**src/rtl/popcnt_rr_sched.sv**
```systemverilog
// popcnt_rr_sched: round-robin sharing of one popcount datapath across N_REQ requesters
module popcnt_rr_sched #(
    parameter int data_size = 8,
    parameter int N_REQ     = 4,
    parameter int TIMEOUT   = 32
) (
    input  logic                          clock,
    input  logic                          i_reset,
    input  logic [N_REQ-1:0]              req,
    input  logic [N_REQ*data_size-1:0]    req_data,
    output logic [N_REQ-1:0]              gnt,
    output logic [data_size-1:0]          dp_data,
    output logic                          dp_clear,
    output logic                          dp_start,
    input  logic                          dp_ready,
    input  logic [data_size-1:0]          dp_result,
    output logic                          o_valid,
    output logic [$clog2(N_REQ)-1:0]      o_id,
    output logic [data_size-1:0]          o_result,
    output logic                          o_err,
    output logic                          o_busy
);
    localparam int IW = $clog2(N_REQ);
    localparam int TW = $clog2(TIMEOUT);
    typedef enum logic [2:0] {IDLE, CLEAR, START, WAIT, DONE} state_t;
    state_t state;
    logic [IW-1:0] ptr, gid, win;
    logic [TW-1:0] timer;
    logic [data_size-1:0] op_reg;
    assign dp_data = op_reg;
    // descending scan so the nearest requester after ptr is assigned last and wins
    always_comb begin
        win = ptr;
        for (int k = N_REQ; k >= 1; k--)
            if (req[IW'((int'(ptr) + k) % N_REQ)]) win = IW'((int'(ptr) + k) % N_REQ);
    end
    always_ff @(posedge clock or negedge i_reset) begin
        if (!i_reset) begin
            state    <= IDLE;
            gnt      <= '0;
            dp_clear <= 1'b0;
            dp_start <= 1'b0;
            o_valid  <= 1'b0;
            o_err    <= 1'b0;
            o_busy   <= 1'b0;
            o_id     <= '0;
            o_result <= '0;
            op_reg   <= '0;
            timer    <= '0;
            gid      <= '0;
            ptr      <= IW'(N_REQ - 1);
        end else begin
            case (state)
                IDLE: if (|req) begin
                    state    <= CLEAR;
                    gnt      <= N_REQ'(1) << win;
                    dp_clear <= 1'b1;
                    o_busy   <= 1'b1;
                    op_reg   <= req_data[win*data_size +: data_size];
                    gid      <= win;
                end
                CLEAR: begin
                    state    <= START;
                    gnt      <= '0;
                    dp_clear <= 1'b0;
                    dp_start <= 1'b1;
                end
                START: begin
                    state    <= WAIT;
                    dp_start <= 1'b0;
                    timer    <= '0;
                end
                // ready is masked on the first WAIT cycle to skip a stale level
                WAIT: if (timer != '0 && dp_ready) begin
                    state    <= DONE;
                    o_result <= dp_result;
                    o_err    <= 1'b0;
                    o_valid  <= 1'b1;
                    o_id     <= gid;
                end else if (timer == TW'(TIMEOUT - 1)) begin
                    state    <= DONE;
                    o_result <= '0;
                    o_err    <= 1'b1;
                    o_valid  <= 1'b1;
                    o_id     <= gid;
                    dp_clear <= 1'b1;
                end else begin
                    timer <= timer + 1'b1;
                end
                DONE: begin
                    state    <= IDLE;
                    o_valid  <= 1'b0;
                    dp_clear <= 1'b0;
                    o_busy   <= 1'b0;
                    ptr      <= gid;
                end
                default: state <= IDLE;
            endcase
        end
    end
endmodule

```
**config.mk**
```make
export PLATFORM = sky130hd
export DESIGN_NAME = popcnt_rr_sched
export DESIGN_NICKNAME = d
export VERILOG_FILES = /design/src/rtl/popcnt_rr_sched.sv
export SDC_FILE = /design/constraint.sdc
export NUM_CORES = 1
export LEC_CHECK = 0
export BUFFER_PORTS_ARGS = -buffer_cell sky130_fd_sc_hd__buf_2
export CORE_MARGIN = 2
export CORE_UTILIZATION = 53
export DETAILED_ROUTE_END_ITERATION = 10
export MAX_ROUTING_LAYER = met4
export PLACE_DENSITY = 0.81
export SKIP_LAST_GASP = 1
export SLEW_MARGIN = 20
export SYNTH_ARGS = -nofsm -noshare
export SYNTH_HDL_FRONTEND = slang
export SYNTH_SLANG_ARGS = --single-unit
```
**constraint.sdc**
```tcl
create_clock -name clock -period 6.12 [get_ports clock]
set_input_delay 0.918 -clock clock [delete_from_list [all_inputs] [get_ports clock]]
set_output_delay 0.918 -clock clock [all_outputs]
set_load 0.005 [all_outputs]
```
==> metrics.yaml <==
status: "finished clean"
reg2reg_from: "timer[0]$_DFFE_PN0P_"
h-tree-depth: 2
core-area_mm2: 0.00372
rsz0062_at_grt: "false"
reg2regPathDepth: 6
cts_resized: 0
grt_util_all_layers_pct: 23.9
synth_warnings: 0
slew_viol_final: 0
dpl.cell_count: 304
hold_class: "flip-flop to flip-flop"
ys_seq_area_share_pct: 47.1
grt_overflow_total: 0
seqCellArea_um2: 978
initial_utilization_pct: 55.9
hold_path_depth: 2
clk_latency_ps: 290
postSynthAreaPerCell_um2: 10.7
diodes: 0
synth_top_area_cell: "dfrtp_1"
synth.net_count: 245
grt_pass1_wl_mm: 7.71
finalCritPeriodShare_pct: 41.2
synthFlopType: "dfrtp_1"
port_buffers: 73
layout_min_cycle_time_ps: 2520
wl_mm: 4.72
drc: 0
area_growth_pct: 21.6
grt_max_degree: 40
fin_nets: 313
power_per_cell_area_mw_per_mm2: 458
gp_congestion: 0.835
clk_pin_slew_ps: 70
synth.distinct_cells: 49
post-route-util_pct: 68.0
rows: 22
drt_first_iter_violations: 106
route.vias.total: 1775
cts_buffers: 5
ios: 74
start_kind: "input pin"
vias_per_cell: 5.69
critPathArrivalTime_ps: 2690
final_cell_mix: "buf_2, dfrtp_1, nand2_1"
worstHoldStart: "o_busy$_DFFE_PN0P_"
worstMarginPinSlew_ps: 825
antenna_found_initial: 0
relSlewSlack_pct: 45.0
synth_enable_flop_cells: 0
power_mw: 1.16
layout_commonest_cell: "buf_2"
synth_top_area_share_pct: 44.6
hold_end: "o_busy$_DFFE_PN0P_"
dp_hpwl_mm: 3.52
hold_buffers: 0
synth.area.top_cells: "dfrtp_1, mux2_4, a22o_1"
cts.sinks: 39
async_reset_ff_share_pct: 100
syn_inst: 195
cts_tree: "done"
die_y_um: 66.6
multiInputGateArea_mm2: 0.00100
hold_viol: 0
max-vdd-ir-drop_v: 0.000211
fillers: 324
grt_pass1_vias: 1660
cts_setup_buffers: 0
critPathCaptureType: "flip-flop"
die_x_um: 66.6
cp_max_fo: 14
finalClockSkew_ps: 5.86
instances_no_fill: 312
design_area_mm2: 0.00253
dr.pass1.iters: 4
synth_area_mm2: 0.00208
reg2reg_to: "o_id[1]$_DFFE_PN0P_"
crit_type: "input pin to flip-flop"
antenna_left: 0
power_leakage_nw: 1.26
fmax_mhz: 397
cts_root_buf: "clkbuf_8"
wl_per_cell_um: 15.1
die_area_mm2: 0.00444
clockBufferDepth: 2
setup_viol: 0
tns_ps: 0
cap_violations: 0
worstPathRequired_ps: 6290
drive_gt1_share_pct: 38.6
r2r_slack_ps: 3810
dpl_cell_area_mm2: 0.00244
ys_ff_latch: 39
==> how the worst max path moves through the flow <==
stage	start	end	slack (ps)	cells after the start
finish	req[2]	dp_data[1]$_DFFE_PN0P_	3600	5
CTS	req[2]	dp_data[1]$_DFFE_PN0P_	3620	5
detailed placement	req[2]	dp_data[0]$_DFFE_PN0P_	3310	5
global placement	req[2]	dp_data[5]$_DFFE_PN0P_	3440	5
floorplan	req[0]	dp_data[1]$_DFFE_PN0P_	3780	6
global route	req[2]	dp_data[5]$_DFFE_PN0P_	3390	5
==> metrics by stage <==
stage          hold WS (ps)  setup slack (ps)
3_3_place_gp            465              3440
4_1_cts                 476              3620
6_report                472              3600
2_1_floorplan           460              3780
3_5_place_dp            458              3310
5_1_grt                 504              3390
==> synth_stat cells, drive strengths merged (4+ instances only) <==
library cell	number
a211oi	4
a21oi	16
a221o	7
a22o	9
buf	8
clkbuf	5
dfrtp	37
inv	6
mux2	11
nand2	15
nand2b	4
nand3	4
nand4	8
nor2	9
o21ai	11
o31ai	7
==> power by group <==
part           switching [mW]  leakage [nW]  internal, mW  total, mW
sequential             0.0970         0.481         0.373      0.470
combinational           0.258         0.738         0.261      0.519
clock                  0.0901        0.0402        0.0792      0.169
==> sequential cells by signal, summed over array words and instances (netlist names) <==
register / count
gid: 2
dp_data: 8
ptr: 2
state: 3
o_busy: 1
dp_clear: 1
gnt: 4
o_result: 8
o_valid: 1
o_id: 2
timer: 5
o_err: 1
dp_start: 1
==> cell families after synthesis <==
family          share of synthesized area (%)
compound gates                           23.0
simple gates                             16.0
flops                                    47.1
buf+inv                                  4.58
mux                                      7.53
fa+ha+maj                                1.81
==> critical path: stages <==
cell and delay [ps]:
buf_2 130, nor4_1 590, or4_1 520, nor2_2 200, a221o_1 330
==> per-layer routing <==
| metal | vias up | GRT usage [%] | routed length (um) |
|---|---|---|---|
| met5 | - | - | 0 |
| met4 | 0 | 8.42 | 65 |
| met3 | 6 | 4.73 | 345 |
| met2 | 68 | 37.8 | 2230 |
| met1 | 831 | 30.9 | 2070 |
| li1 | 870 | - | - |
==> layout make-up <==
| cell class | instances | area share, % |
|---|---|---|
| multi-input cells | 137 | 39.7 |
| clock buffers | 5 | 2.72 |
| clock inverters | 3 | 0.792 |
| flip-flops and latches | 39 | 38.7 |
| inverters | 6 | 0.892 |
| well taps | 48 | 2.38 |
| repair buffers | 74 | 14.8 |
Note: power is estimated with default switching activity, not from simulation.
